===== src/rtl/uart_bus_master_pkg.sv =====
// Shared types and constants for the UART-to-PicoRV32 bus master.
// The TX parser state exists only when UART_BUS_MASTER_READ_EN is defined.
package uart_bus_master_pkg;

  localparam int unsigned DEFAULT_CLKS_PER_BIT = 434;

  localparam logic [7:0] CMD_WRITE = 8'h57;
  localparam logic [7:0] CMD_READ  = 8'h52;

  typedef enum logic [2:0] {
    ST_IDLE,
    ST_ADDR,
    ST_DATA,
    ST_BUS
`ifdef UART_BUS_MASTER_READ_EN
    , ST_TX
`endif
  } parser_state_t;

  typedef enum logic [1:0] {
    RX_IDLE,
    RX_START,
    RX_DATA,
    RX_STOP
  } rx_state_t;

  typedef struct packed {
    logic [31:0] addr;
    logic [31:0] wdata;
    logic [3:0]  wstrb;
  } bus_req_t;

endpackage


===== src/rtl/uart_bus_master_if.sv =====
// PicoRV32-native memory bus between the UART bus master and a responder.
interface uart_bus_master_if;
  logic        mem_valid_o;
  logic        mem_instr_o;
  logic        mem_ready_in;
  logic [31:0] mem_addr_o;
  logic [31:0] mem_wdata_o;
  logic [3:0]  mem_wstrb_o;
  logic [31:0] mem_rdata_in;

  modport master (
    output mem_valid_o, mem_instr_o, mem_addr_o, mem_wdata_o, mem_wstrb_o,
    input  mem_ready_in, mem_rdata_in
  );

  modport slave (
    input  mem_valid_o, mem_instr_o, mem_addr_o, mem_wdata_o, mem_wstrb_o,
    output mem_ready_in, mem_rdata_in
  );
endinterface


===== src/rtl/uart_rx.sv =====
// 8N1 UART receiver: 2-flop synchronizer, mid-bit sampling, one-cycle byte
// valid pulse and one-cycle framing-error pulse.
module uart_rx
  import uart_bus_master_pkg::*;
#(
  parameter int unsigned CLKS_PER_BIT = DEFAULT_CLKS_PER_BIT
) (
  input  logic       clk,
  input  logic       rst_n,
  input  logic       serial_in,
  output logic [7:0] rx_byte,
  output logic       rx_valid,
  output logic       rx_frame_err
);

  localparam int unsigned CNT_W = $clog2(CLKS_PER_BIT + 1);
  localparam logic [CNT_W-1:0] HALF_LAST = CNT_W'(CLKS_PER_BIT / 2 - 1);
  localparam logic [CNT_W-1:0] BIT_LAST  = CNT_W'(CLKS_PER_BIT - 1);

  logic             sync_meta;
  logic             sync_q;
  logic             sync_prev;
  rx_state_t        state;
  logic [CNT_W-1:0] cnt;
  logic [2:0]       bit_idx;
  logic [7:0]       shift;

  always_ff @(posedge clk) begin
    if (!rst_n) begin
      sync_meta    <= 1'b1;
      sync_q       <= 1'b1;
      sync_prev    <= 1'b1;
      state        <= RX_IDLE;
      cnt          <= '0;
      bit_idx      <= '0;
      shift        <= '0;
      rx_byte      <= '0;
      rx_valid     <= 1'b0;
      rx_frame_err <= 1'b0;
    end else begin
      sync_meta    <= serial_in;
      sync_q       <= sync_meta;
      sync_prev    <= sync_q;
      rx_valid     <= 1'b0;
      rx_frame_err <= 1'b0;
      case (state)
        RX_IDLE: begin
          if (sync_prev && !sync_q) begin
            state <= RX_START;
            cnt   <= '0;
          end
        end
        RX_START: begin
          // A start bit that is high again at half-bit was a glitch.
          if (cnt == HALF_LAST) begin
            cnt     <= '0;
            bit_idx <= '0;
            state   <= sync_q ? RX_IDLE : RX_DATA;
          end else begin
            cnt <= cnt + CNT_W'(1);
          end
        end
        RX_DATA: begin
          if (cnt == BIT_LAST) begin
            cnt     <= '0;
            shift   <= {sync_q, shift[7:1]};
            bit_idx <= bit_idx + 3'd1;
            if (bit_idx == 3'd7) state <= RX_STOP;
          end else begin
            cnt <= cnt + CNT_W'(1);
          end
        end
        RX_STOP: begin
          if (cnt == BIT_LAST) begin
            cnt   <= '0;
            state <= RX_IDLE;
            if (sync_q) begin
              rx_byte  <= shift;
              rx_valid <= 1'b1;
            end else begin
              rx_frame_err <= 1'b1;
            end
          end else begin
            cnt <= cnt + CNT_W'(1);
          end
        end
      endcase
    end
  end

endmodule


===== src/rtl/uart_bus_master.sv =====
// UART command parser driving a PicoRV32-native bus: 'W' addr[4] data[4] writes.
// Define UART_BUS_MASTER_READ_EN to add 'R' addr[4] reads echoed back on serial_o.
module uart_bus_master
  import uart_bus_master_pkg::*;
#(
  parameter int unsigned CLKS_PER_BIT = DEFAULT_CLKS_PER_BIT
) (
  input  logic        cpu_clk_in,
  input  logic        resetn_in,
  input  logic        serial_in,
  output logic        serial_o,
  output logic        busy_o,
  uart_bus_master_if.master bus
);

  logic [7:0]    rx_byte;
  logic          rx_valid;
  logic          rx_frame_err;
  parser_state_t state;
  bus_req_t      req;
  logic [1:0]    byte_cnt;
  logic          valid_q;
  logic          busy_q;
  logic          is_read;

  uart_rx #(.CLKS_PER_BIT(CLKS_PER_BIT)) u_rx (
    .clk          (cpu_clk_in),
    .rst_n        (resetn_in),
    .serial_in    (serial_in),
    .rx_byte      (rx_byte),
    .rx_valid     (rx_valid),
    .rx_frame_err (rx_frame_err)
  );

  assign bus.mem_valid_o = valid_q;
  assign bus.mem_instr_o = 1'b0;
  assign bus.mem_addr_o  = req.addr;
  assign bus.mem_wdata_o = req.wdata;
  assign bus.mem_wstrb_o = req.wstrb;
  assign busy_o          = busy_q;

`ifdef UART_BUS_MASTER_READ_EN
  localparam int unsigned CNT_W = $clog2(CLKS_PER_BIT + 1);
  localparam logic [CNT_W-1:0] BIT_LAST = CNT_W'(CLKS_PER_BIT - 1);

  logic             serial_q;
  logic [31:0]      tx_word;
  logic [8:0]       tx_frame;
  logic [3:0]       tx_bits_left;
  logic [1:0]       tx_bytes_left;
  logic [CNT_W-1:0] tx_cnt;

  assign serial_o = serial_q;
`else
  logic unused_rdata;

  assign unused_rdata = ^bus.mem_rdata_in;
  assign serial_o     = 1'b1;
`endif

  always_ff @(posedge cpu_clk_in) begin
    if (!resetn_in) begin
      state    <= ST_IDLE;
      req      <= '0;
      byte_cnt <= '0;
      valid_q  <= 1'b0;
      busy_q   <= 1'b0;
      is_read  <= 1'b0;
`ifdef UART_BUS_MASTER_READ_EN
      serial_q      <= 1'b1;
      tx_word       <= '0;
      tx_frame      <= '0;
      tx_bits_left  <= '0;
      tx_bytes_left <= '0;
      tx_cnt        <= '0;
`endif
    end else begin
      unique case (state)
        ST_IDLE: begin
          if (rx_valid) begin
            byte_cnt <= '0;
            if (rx_byte == CMD_WRITE) begin
              state   <= ST_ADDR;
              is_read <= 1'b0;
              busy_q  <= 1'b1;
            end
`ifdef UART_BUS_MASTER_READ_EN
            else if (rx_byte == CMD_READ) begin
              state   <= ST_ADDR;
              is_read <= 1'b1;
              busy_q  <= 1'b1;
            end
`endif
          end
        end
        ST_ADDR: begin
          if (rx_frame_err) begin
            state  <= ST_IDLE;
            busy_q <= 1'b0;
          end else if (rx_valid) begin
            req.addr[{byte_cnt, 3'b000} +: 8] <= rx_byte;
            byte_cnt <= byte_cnt + 2'd1;
            if (byte_cnt == 2'd3) begin
              if (is_read) begin
                state     <= ST_BUS;
                valid_q   <= 1'b1;
                req.wstrb <= 4'h0;
              end else begin
                state <= ST_DATA;
              end
            end
          end
        end
        ST_DATA: begin
          if (rx_frame_err) begin
            state  <= ST_IDLE;
            busy_q <= 1'b0;
          end else if (rx_valid) begin
            req.wdata[{byte_cnt, 3'b000} +: 8] <= rx_byte;
            byte_cnt <= byte_cnt + 2'd1;
            if (byte_cnt == 2'd3) begin
              state     <= ST_BUS;
              valid_q   <= 1'b1;
              req.wstrb <= 4'hF;
            end
          end
        end
        ST_BUS: begin
          // Incoming bytes are dropped here; the receiver keeps framing.
          if (bus.mem_ready_in) begin
            valid_q   <= 1'b0;
            req.wstrb <= 4'h0;
`ifdef UART_BUS_MASTER_READ_EN
            if (is_read) begin
              state         <= ST_TX;
              tx_word       <= bus.mem_rdata_in;
              tx_frame      <= {1'b1, bus.mem_rdata_in[7:0]};
              tx_bits_left  <= 4'd9;
              tx_bytes_left <= 2'd3;
              tx_cnt        <= '0;
              serial_q      <= 1'b0;
            end else begin
              state  <= ST_IDLE;
              busy_q <= 1'b0;
            end
`else
            state  <= ST_IDLE;
            busy_q <= 1'b0;
`endif
          end
        end
`ifdef UART_BUS_MASTER_READ_EN
        ST_TX: begin
          // tx_frame holds the remaining data+stop bits of the current byte.
          if (tx_cnt == BIT_LAST) begin
            tx_cnt <= '0;
            if (tx_bits_left == 4'd0) begin
              if (tx_bytes_left == 2'd0) begin
                state    <= ST_IDLE;
                busy_q   <= 1'b0;
                serial_q <= 1'b1;
              end else begin
                tx_bytes_left <= tx_bytes_left - 2'd1;
                tx_word       <= {8'h00, tx_word[31:8]};
                tx_frame      <= {1'b1, tx_word[15:8]};
                tx_bits_left  <= 4'd9;
                serial_q      <= 1'b0;
              end
            end else begin
              serial_q     <= tx_frame[0];
              tx_frame     <= {1'b0, tx_frame[8:1]};
              tx_bits_left <= tx_bits_left - 4'd1;
            end
          end else begin
            tx_cnt <= tx_cnt + CNT_W'(1);
          end
        end
`endif
        default: state <= ST_IDLE;
      endcase
    end
  end

endmodule


===== src/flat_wrapper.sv =====
// flat-port wrapper written by rule: the top's interface ports become plain ports
module uart_bus_master_flat import uart_bus_master_pkg::*;
#(
  parameter int unsigned CLKS_PER_BIT = DEFAULT_CLKS_PER_BIT
)
  (cpu_clk_in, resetn_in, serial_in, serial_o, busy_o, bus_mem_valid_o, bus_mem_instr_o, bus_mem_addr_o, bus_mem_wdata_o, bus_mem_wstrb_o, bus_mem_ready_in, bus_mem_rdata_in);
  uart_bus_master_if bus_i ();
  input  logic cpu_clk_in;
  input  logic resetn_in;
  input  logic serial_in;
  output logic serial_o;
  output logic busy_o;
  output wire logic [$bits(bus_i.mem_valid_o)-1:0] bus_mem_valid_o;
  output wire logic [$bits(bus_i.mem_instr_o)-1:0] bus_mem_instr_o;
  output wire logic [$bits(bus_i.mem_addr_o)-1:0] bus_mem_addr_o;
  output wire logic [$bits(bus_i.mem_wdata_o)-1:0] bus_mem_wdata_o;
  output wire logic [$bits(bus_i.mem_wstrb_o)-1:0] bus_mem_wstrb_o;
  input wire logic [$bits(bus_i.mem_ready_in)-1:0] bus_mem_ready_in;
  input wire logic [$bits(bus_i.mem_rdata_in)-1:0] bus_mem_rdata_in;
  assign bus_mem_valid_o = bus_i.mem_valid_o;
  assign bus_mem_instr_o = bus_i.mem_instr_o;
  assign bus_mem_addr_o = bus_i.mem_addr_o;
  assign bus_mem_wdata_o = bus_i.mem_wdata_o;
  assign bus_mem_wstrb_o = bus_i.mem_wstrb_o;
  assign bus_i.mem_ready_in = bus_mem_ready_in;
  assign bus_i.mem_rdata_in = bus_mem_rdata_in;
  uart_bus_master #(.CLKS_PER_BIT(CLKS_PER_BIT)) u_core (.cpu_clk_in(cpu_clk_in), .resetn_in(resetn_in), .serial_in(serial_in), .serial_o(serial_o), .busy_o(busy_o), .bus(bus_i));
endmodule

===== config.mk =====
export PLATFORM = sky130hd
export DESIGN_NAME = uart_bus_master_flat
export DESIGN_NICKNAME = d
export VERILOG_FILES = /design/src/rtl/uart_bus_master_pkg.sv /design/src/rtl/uart_bus_master_if.sv /design/src/rtl/uart_rx.sv /design/src/rtl/uart_bus_master.sv /design/src/flat_wrapper.sv
export SDC_FILE = /design/constraint.sdc
export NUM_CORES = 1
export LEC_CHECK = 0
export ABC_CLOCK_PERIOD_IN_PS = 2900
export BUFFER_PORTS_ARGS = -buffer_cell sky130_fd_sc_hd__buf_2
export CAP_MARGIN = 10
export CELL_PAD_IN_SITES_DETAIL_PLACEMENT = 1
export CELL_PAD_IN_SITES_GLOBAL_PLACEMENT = 1
export CORE_MARGIN = 4
export CORE_UTILIZATION = 42
export DETAILED_ROUTE_END_ITERATION = 8
export PLACE_DENSITY = 0.82
export SLEW_MARGIN = 10
export SYNTH_ARGS = -nofsm -noshare
export SYNTH_HDL_FRONTEND = slang
export SYNTH_SLANG_ARGS = --single-unit

===== constraint.sdc =====
create_clock -name cpu_clk_in -period 2.9 [get_ports cpu_clk_in]
set_clock_uncertainty 0.1 [all_clocks]
set_input_delay 0.29 -clock cpu_clk_in [delete_from_list [all_inputs] [get_ports cpu_clk_in]]
set_output_delay 0.29 -clock cpu_clk_in [all_outputs]
set_load 0.005 [all_outputs]

# [After elaboration in Yosys (flattened, before gate mapping)]
# Cells that the tools add are included.
# W data, S select, Z words.
[classes] add_sub_neg=4 multipliers=0 div=0 magnitude_cmp=0 eq_ne=32 shifts=2 mux=46 bitwise_logic=2 reduce_logical=21
[ops] op="$bwmux W32" n=2
[ops] op="$mux W3" n=11
[ops] op="$shift A8 B7 Y32 const A" n=1
[ops] op="$shiftx A8 B7 Y32" n=1
[ops] op="$mux W9" n=3
[ops] op="$pmux W9 S3" n=1
[ops] op="$ne A2 B2 Y1 const B" n=12
[ops] op="$mux W2" n=9
[ops] op="$mux W4" n=4
[ops] op="$reduce_and A3 Y1" n=5
[ops] op="$pmux W3 S4" n=1
[ops] op="$ne A2 B1 Y1 const B" n=5
[ops] op="$reduce_and A5 Y1" n=2
[ops] op="$add A9 B1 Y9 const B" n=1
[ops] op="$eq A9 B8 Y1 const B" n=1
[ops] op="$eq A9 B9 Y1 const B" n=1
[ops] op="$mux W1" n=9
[ops] op="$reduce_and A9 Y1" n=1
[ops] op="$eq A8 B7 Y1 const B" n=1
[ops] op="$pmux W2 S4" n=1
[ops] op="$pmux W4 S2" n=1
[ops] op="$neg A5 Y7" n=1
[ops] op="$reduce_and A7 Y1" n=1
[ops] op="$eq A2 B2 Y1 const B" n=3
[ops] op="other kinds (22)" n=29
[totals] register_bits=110 latchBits=0 ramBits=0 romBits=0 input_bits=36 out_inout_bits=72 mem_count=0

# [Logic depth before layout (Yosys ltp)]
# Gate-level depths: netlist of the first run.
[depth] ltp_word=5 ltp_mapped=7

# [Hierarchy]
# From an unflattened synthesis of the first run, not the netlist that was laid out.
[unflattened] cells_unflattened=533 area_unflattened_um2=4586.9
[by_module_without_submodules] mod="uart_bus_master" n_inst=1 cells_per_inst=361 area_each_um2=3075.4 seq_area_each_um2=1401.3
[by_module_without_submodules] mod="uart_rx" n_inst=1 cells_per_inst=172 area_each_um2=1511.4 seq_area_each_um2=700.7

# [Least setup slack after synthesis of the first run]
# OpenSTA, ideal clock, no wires.
[synth_path] path_type="reg-to-reg" startpoint="register u_core.byte_cnt[0]" endpoint="register u_core.req (netlist bit u_core.bus.mem_addr_o[21])" setup_time_ps=70 arrival_time_ps=1759 setup_slack_ps=971 path_stages_with_launch=8 n_path_buf=2 path_cell_list="dfxtp_1 inv_1 ha_1 clkbuf_1 nor3b_2 clkbuf_1 nand3_1 a21oi_1"
[synth_via] elab_chain_cells=3 word_cells_on_any_way=4 cone_classes="1 x add/sub; 2 x shift; 1 x mux"
[synth_rtl] element="start, declared" line="uart_bus_master.sv:21" rtl="logic [1:0] byte_cnt;"
[synth_rtl] element="start signal, assigned" line="uart_bus_master.sv:102" rtl="byte_cnt <= byte_cnt + 2'd1;"
[synth_rtl] element="start signal, assigned" line="uart_bus_master.sv:120" rtl="byte_cnt <= byte_cnt + 2'd1;"
[synth_rtl] element="$neg A5 Y7 *" line="uart_bus_master.sv:101" rtl="req.addr[{byte_cnt, 3'b000} +: 8] <= rx_byte;"
[synth_rtl] element="$shiftx A8 B7 Y32 / $shift A8 B7 Y32 (equally long branches)" line="uart_bus_master.sv:101"
[synth_rtl] element="$bwmux W32 *" line="uart_bus_master.sv:101"
[synth_rtl] element="end, declared" line="uart_bus_master.sv:20" rtl="bus_req_t req;"
# Every way passes the cells marked *; elsewhere a longest branch is shown, timed or not.
# A chain may end at the register's enable or synchronous reset.

# [Worst setup path after layout of the first run]
[layout_path] startpoint="register u_core.u_rx.cnt[0]" endpoint="register u_core.u_rx.bit_idx[2]"
[layout_via] elab_chain_cells=3 word_cells_on_any_way=5 cone_classes="4 x eq/ne; 1 x reduce/logical"
[layout_rtl] element="start, declared" line="uart_rx.sv:24" rtl="logic [CNT_W-1:0] cnt;"
[layout_rtl] element="start signal, assigned" line="uart_rx.sv:60" rtl="cnt <= cnt + CNT_W'(1);"
[layout_rtl] element="start signal, assigned" line="uart_rx.sv:70" rtl="cnt <= cnt + CNT_W'(1);"
[layout_rtl] element="start signal, assigned" line="uart_rx.sv:84" rtl="cnt <= cnt + CNT_W'(1);"
[layout_rtl] element="$eq A9 B9 Y1 / $eq A9 B8 Y1 (equally long branches)" line="uart_rx.sv:64, uart_rx.sv:55"
[layout_rtl] element="$ne A2 B2 Y1 (no line)"
[layout_rtl] element="$reduce_and A3 Y1 (no line) *"
[layout_rtl] element="end signal, assigned" line="uart_rx.sv:67" rtl="bit_idx <= bit_idx + 3'd1;"
[layout_rtl] element="end, declared" line="uart_rx.sv:25" rtl="logic [2:0] bit_idx;"
# Marked as above.

==> results of run 1 <==
repair_timing:
item | 4_1_cts | 5_1_grt
buffers inserted | 0 | 0
hold buffers | 1 | 0
hold endpoints to repair | 1 | 0
routing by layer:
| layer | wire (µm) | vias up | GRT usage (%) | part of all wire, % |
|---|---|---|---|---|
| met3 | 702 | 14 | 4.13 | 5.7 |
| li1 | - | 1995 | - | - |
| met2 | 5740 | 102 | 32.3 | 46 |
| met4 | 144 | 0 | 5.29 | 1.2 |
| met5 | 0 | - | 0 | 0 |
| met1 | 5790 | 1976 | 27.3 | 47 |
how the worst max path moves through the flow:
| stage | startpoint | endpoint | depth (start not counted) |
|---|---|---|---|
| after CTS | u_core.u_rx.cnt[0] | u_core.u_rx.bit_idx[2] | 5 |
| after global placement | u_core.u_rx.cnt[0] | u_core.u_rx.bit_idx[2] | 5 |
| after floorplan | u_core.byte_cnt[0] | u_core.bus.mem_addr_o[21] | 7 |
| after global routing | u_core.u_rx.cnt[0] | u_core.u_rx.bit_idx[2] | 5 |
| final | u_core.u_rx.cnt[0] | u_core.u_rx.bit_idx[2] | 5 |
| after detailed placement | u_core.u_rx.cnt[0] | u_core.u_rx.bit_idx[2] | 5 |
layout make-up:
cell class	instances	area (µm²)	area share, %
clock inverter	6	50.0	0.973
sequential	105	2100	40.9
inverter	11	41.3	0.803
tap	136	170	3.31
clock buffer	10	128	2.48
timing repair buffer	83	455	8.85
multi-input combinational	384	2200	42.7
logic make-up (layout without fill, tap and decap cells):
kind of cell | count (synthesis) | count (layout) | synth area share [%]
compound gates | 113 | 113 | 14.1
fa+ha+maj | 14 | 14 | 3.86
buf+inv | 56 | 110 | 5.34
flops | 105 | 105 | 46.3
mux | 19 | 19 | 4.19
other cells | 2 | 2 | 0.165
simple gates | 236 | 236 | 26.1
power groups by stage:
stage	sequential, µW	clock [µW]	combinational [µW]
after floorplan	1500	0	113
after CTS	1470	871	147
after detailed placement	1500	0	145
final	1470	854	147
after global routing	1470	935	165
after global placement	1500	0	139
through the flow:
step / hold WS (ps) / total power (µW)
after detailed placement: 316 / 1650
after global placement: 296 / 1640
final: 109 / 2470
after floorplan: 286 / 1610
after global routing: 133 / 2580
after CTS: 109 / 2490
state kept, by name (all words and copies together) (netlist names), named ones only:
name / flops
u_core.u_rx.rx_byte: 8
u_core.u_rx.bit_idx: 3
u_core.u_rx.sync_q: 1
u_core.state: 2
u_core.bus.mem_wdata_o: 32
u_core.u_rx.sync_prev: 1
u_core.u_rx.shift: 8
u_core.bus.mem_addr_o: 32
u_core.bus.mem_wstrb_o: 1
u_core.busy_o: 1
u_core.u_rx.sync_meta: 1
u_core.u_rx.rx_frame_err: 1
u_core.byte_cnt: 2
u_core.u_rx.rx_valid: 1
u_core.u_rx.cnt: 9
u_core.u_rx.state: 1
worst max-delay path, cell delays in order, from the launching register on:
cell,delay [ps]
dfxtp_1,450
ha_1,240
and4b_4,300
nand4_4,260
or4b_1,580
o21ai_0,80
cells in the final DEF, fill, tap and decap left out, types with 4 or more instances in the layout:
master	instances
o22ai_1	4
nand3_1	74
buf_4	8
inv_1	10
o21ai_0	9
clkbuf_8	9
nor2_1	23
nand2b_1	6
a21oi_1	77
buf_2	73
nor2b_1	6
nor3_1	5
nand2_1	88
mux2i_1	19
and2_1	4
nand4_1	4
dfxtp_1	105
and3_1	7
ha_1	14
==> impl_metrics.toml, run 1 <==
[global_route]
grt_max_degree = 49
overflow = 0
grt_util_all_layers_pct = 20.0
antenna_found_initial = 0
grt_pass1_wl_um = 20600
grt_pass1_vias = 4059

[die]
die-height_um = 112
pin_count = 108
start_util_pct = 43.6
dieArea_um2 = 12500
die_w_um = 112
rows = 37
core-area_um2 = 10400

[sta]
fmax_ghz = 0.483
timing.setup.tns_ps = 0
setup_violations = 0
period_minus_slack_ps = 2070
max_slew.worst_pin.slew_ps = 860
drv_slew = 0
rsz0062_at_grt = "no"
timing.final.ws_setup_ps = 830
hold_violations = 0
slew_headroom_pct = 42.6
post-route-period-util_pct = 71.4

[hold_path]
min_from = "resetn_in"
holdCritPathClass = "in -> reg"
holdPathEnd = "u_core.u_rx.sync_q"
hold-path-cell-count = 2

[finish]
n_fill_cell = 1294
layout.cells.non_filler = 735
drive_gt1_share_pct = 17.9
fin_nets = 644
antennaDiodeCount = 0
area_growth_pct = 13.2
final_core_util_pct = 49.4
fin_area_um2 = 5140

[power]
comb_power_share_pct = 6.0
leakage_uw = 0.00206
ir_drop_v = 0.000324
seqPwrFrac_pct = 59.5
p_int_uw = 1830
clkPwrFrac_pct = 34.5
p_sw_uw = 637
powerDensity_nw_per_um2 = 480
sw_frac_of_total_pct = 25.8

[synth]
syn_inst = 545
yosysWarnings = 0
synth_top_area_cell = "dfxtp_1"
synth_top_area_share_pct = 46.3
synthTopCellsByArea = "dfxtp_1, a21oi_1, nand3_1, nand2_1, mux2i_1"
synth_ff_type = "dfxtp_1"
synth-async-reset-ratio_pct = 0
synth_edf_count = 0
ys_types = 52
ys_seq_elements = 105
syn_avg_cell_area_um2 = 8.34
yosysMostFrequentCell = "dfxtp_1"
ys_top_cells_by_count = "dfxtp_1, nand2_1, a21oi_1"
ys_seq_area_share_pct = 46.3
syn_nets = 595
syn-cell-area_um2 = 4540

[critical_path]
rrSetupSlack_ps = 830
r2r-start = "u_core.u_rx.cnt[0]"
crit_required_ps = 3110
arrival_ps = 2280
critPathCaptureType = "register"
timing.rr.end = "u_core.u_rx.bit_idx[2]"
reg2regPathDepth = 5
crit_path_start_kind = "register"
path_max_fanout = 13
critical_path_class = "reg -> reg"

[place]
gp_congestion = 0.801
io_buffers = 73
place_inst = 718
place_area_um2 = 4960
dp_slack_ps = 868
hpwlAfterDp_um = 8660

[clock_tree]
cts_sinks = 105
ctsLongestPathBuffers = 2
cts_root_buffer = "clkbuf_8"
clkLatencyLatePin_ps = 370
clk_pin_slew_ps = 100
cts.htree.levels = 3
cts_buffers = 9
ctsResizeCount = 0
cts_tree = "built"

[flow_run]
drv_cap = 0

[routing]
vias_per_cell = 5.56
drt-total-wl_um = 12400
drtIter0Drc = 261
postRouteAntennaNets = 0
drt-pass1-iter-count = 4
via_count = 4087
routedWlPerCell_um = 16.8
drc_errors = 0

[run_status]
outcome = "complete, no violations"
No activity file was read; power rests on OpenSTA's default activity.
==> inputs of run 2 (changes only) <==
ABC_CLOCK_PERIOD_IN_PS = 1800   (was 2900)
CORE_UTILIZATION = 35   (was 42)
PLACE_DENSITY = 0.73   (was 0.82)
clock period = 1.8 ns   (was 2.9 ns; I/O delays follow)
==> run 2 against run 1 <==
  * Hold slack worse by 81 ps
  * Count of clock-buffer cells in the layout unchanged
  * Combinational power is 80% higher
  * Critical path depth up 1
  * Flip-flop and latch count is the same
  * Maximum frequency rose by 20%
  * Routed wire length grew 6.9%
  * Sequential share of layout area down 2.9 points
  * Setup slack worse by 760 ps
  * Critical path type unchanged
  * Critical endpoint unchanged
  * Largest cell class unchanged
  * Highest routed layer unchanged
==> impl_metrics.toml, run 2 (synthesis gave the netlist of run 1 again) <==
[run_status]
outcome = "complete, no violations"

[sta]
post-route-period-util_pct = 96.0
fmax_ghz = 0.579
setup_violations = 0
hold_violations = 0
drv_slew = 0
timing.setup.tns_ps = 0
period_minus_slack_ps = 1730
rsz0062_at_grt = "yes"

[finish]
area_growth_pct = 22.3
final_cell_mix = "dfxtp_1, nand2_1, a21oi_1, nand3_1, buf_2"
n_fill_cell = 1559
layout_commonest_cell = "dfxtp_1"
drive_gt1_share_pct = 23.2
antennaDiodeCount = 0
fin_area_um2 = 5550
fin_nets = 665

[die]
pin_count = 108
die-height_um = 122
die_w_um = 122
start_util_pct = 35.9
rows = 41
core-area_um2 = 12700
dieArea_um2 = 14900

[routing]
drt-total-wl_um = 13200
routedWlPerCell_um = 16.7
postRouteAntennaNets = 0
vias_per_cell = 5.26
drtIter0Drc = 218
drc_errors = 0
via_count = 4165
drt-pass1-iter-count = 4

[critical_path]
timing.rr.end = "u_core.u_rx.bit_idx[2]"
critical_path_class = "reg -> reg"
critPathBufInv = 1
critPathCaptureType = "register"
crit_family = "simple AND/OR/NAND/NOR gates"
path_max_fanout = 5
rrSetupSlack_ps = 70
crit_path_start_kind = "register"
crit_path_cell_trace = "inv_2 > ha_2 > and4b_4 > nand4_4 > or4b_1 > o21ai_1"
slowest_stage = "or4b_1"
reg2regPathDepth = 6
cpPeakStageDelay_ps = 500
crit_required_ps = 2000
r2r-start = "u_core.u_rx.cnt[1]"
arrival_ps = 1920

[global_route]
grt_util_all_layers_pct = 18.2
grtUsageMet1_pct = 24.2
grt_pass1_wl_um = 21600
grt_util_met2_pct = 29.4
grt_pass1_vias = 4251
grt_max_degree = 92
globalRouteMet3Util_pct = 4.60
antenna_found_initial = 0
top_usage_layer = "met2"
overflow = 0

[flow_run]
drv_cap = 0

[hold_path]
min_from = "resetn_in"
holdCritPathClass = "in -> reg"
hold-path-cell-count = 2
holdPathEnd = "u_core.u_rx.sync_q"

[power]
leakage_uw = 0.00226
ir_drop_v = 0.000606
powerDensity_nw_per_um2 = 872

[place]
gp_congestion = 0.794
io_buffers = 73
hpwlAfterDp_um = 9060
place_area_um2 = 5150

[clock_tree]
cts_tree = "built"
cts_sinks = 105
cts_root_buffer = "clkbuf_16"
clk_pin_slew_ps = 70
clkLatencyLatePin_ps = 360
ctsLongestPathBuffers = 2
cts.htree.levels = 3
cts_buffers = 9
==> run 2: timing repair <==
action	CTS	global route
gates resized for setup	1	20
endpoints found under the setup margin	1	89
hold buffers	1	0
hold endpoints to repair	1	0
buffers inserted	0	1
pin swaps	0	1
cloned	0	1
==> run 2: final cells by class <==
| class | instances | area (µm²) | area share, % |
|---|---|---|---|
| Sequential cell | 105 | 2110 | 38.0 |
| Tap cell | 172 | 215 | 3.87 |
| Clock inverter | 6 | 93.8 | 1.69 |
| Inverter | 11 | 41.3 | 0.743 |
| Timing Repair Buffer | 104 | 618 | 11.1 |
| Multi-Input combinational cell | 384 | 2240 | 40.3 |
| Clock buffer | 10 | 239 | 4.30 |
==> run 2: worst max path at each step <==
| stage | startpoint | to | slack [ps] | cells past startpoint |
|---|---|---|---|---|
| detailed placement | u_core.u_rx.cnt[1] | u_core.u_rx.rx_byte[0] | 20 | 6 |
| global placement | u_core.byte_cnt[1] | u_core.bus.mem_wstrb_o[2] | 60 | 6 |
| global route | u_core.u_rx.cnt[0] | u_core.u_rx.cnt[2] | -40 | 7 |
| CTS | u_core.byte_cnt[1] | u_core.bus.mem_wstrb_o[2] | 0.7 | 6 |
| finish | u_core.u_rx.cnt[1] | u_core.u_rx.bit_idx[2] | 70 | 6 |
| floorplan | u_core.byte_cnt[0] | u_core.bus.mem_addr_o[29] | 30 | 7 |
==> run 2: layer usage <==
layer  vias to the layer above  share of wire [%]
met5                         -                  0
met4                         0                1.4
met3                        14                5.3
met2                        83                 47
met1                      2037                 46
li1                       2031                  -
==> run 2: power breakdown <==
part	internal (µW)	switching, µW	total [µW]
clock	1280	940	2220
combinational	108	156	264
sequential	2340	24.9	2370
==> run 2: metrics by stage <==
stage	total power [µW]	utilization, %	hold slack, ps	setup WS, ps	instances
after floorplan	2600	-	181	25.3	545
after global placement	2660	40.7	272	58.1	773
after detailed placement	2670	40.7	272	16.8	773
after CTS	4890	43.4	18.9	0.726	790
after global routing	5050	43.8	38.8	-35.6	792
final	4850	43.8	28.5	71.9	792
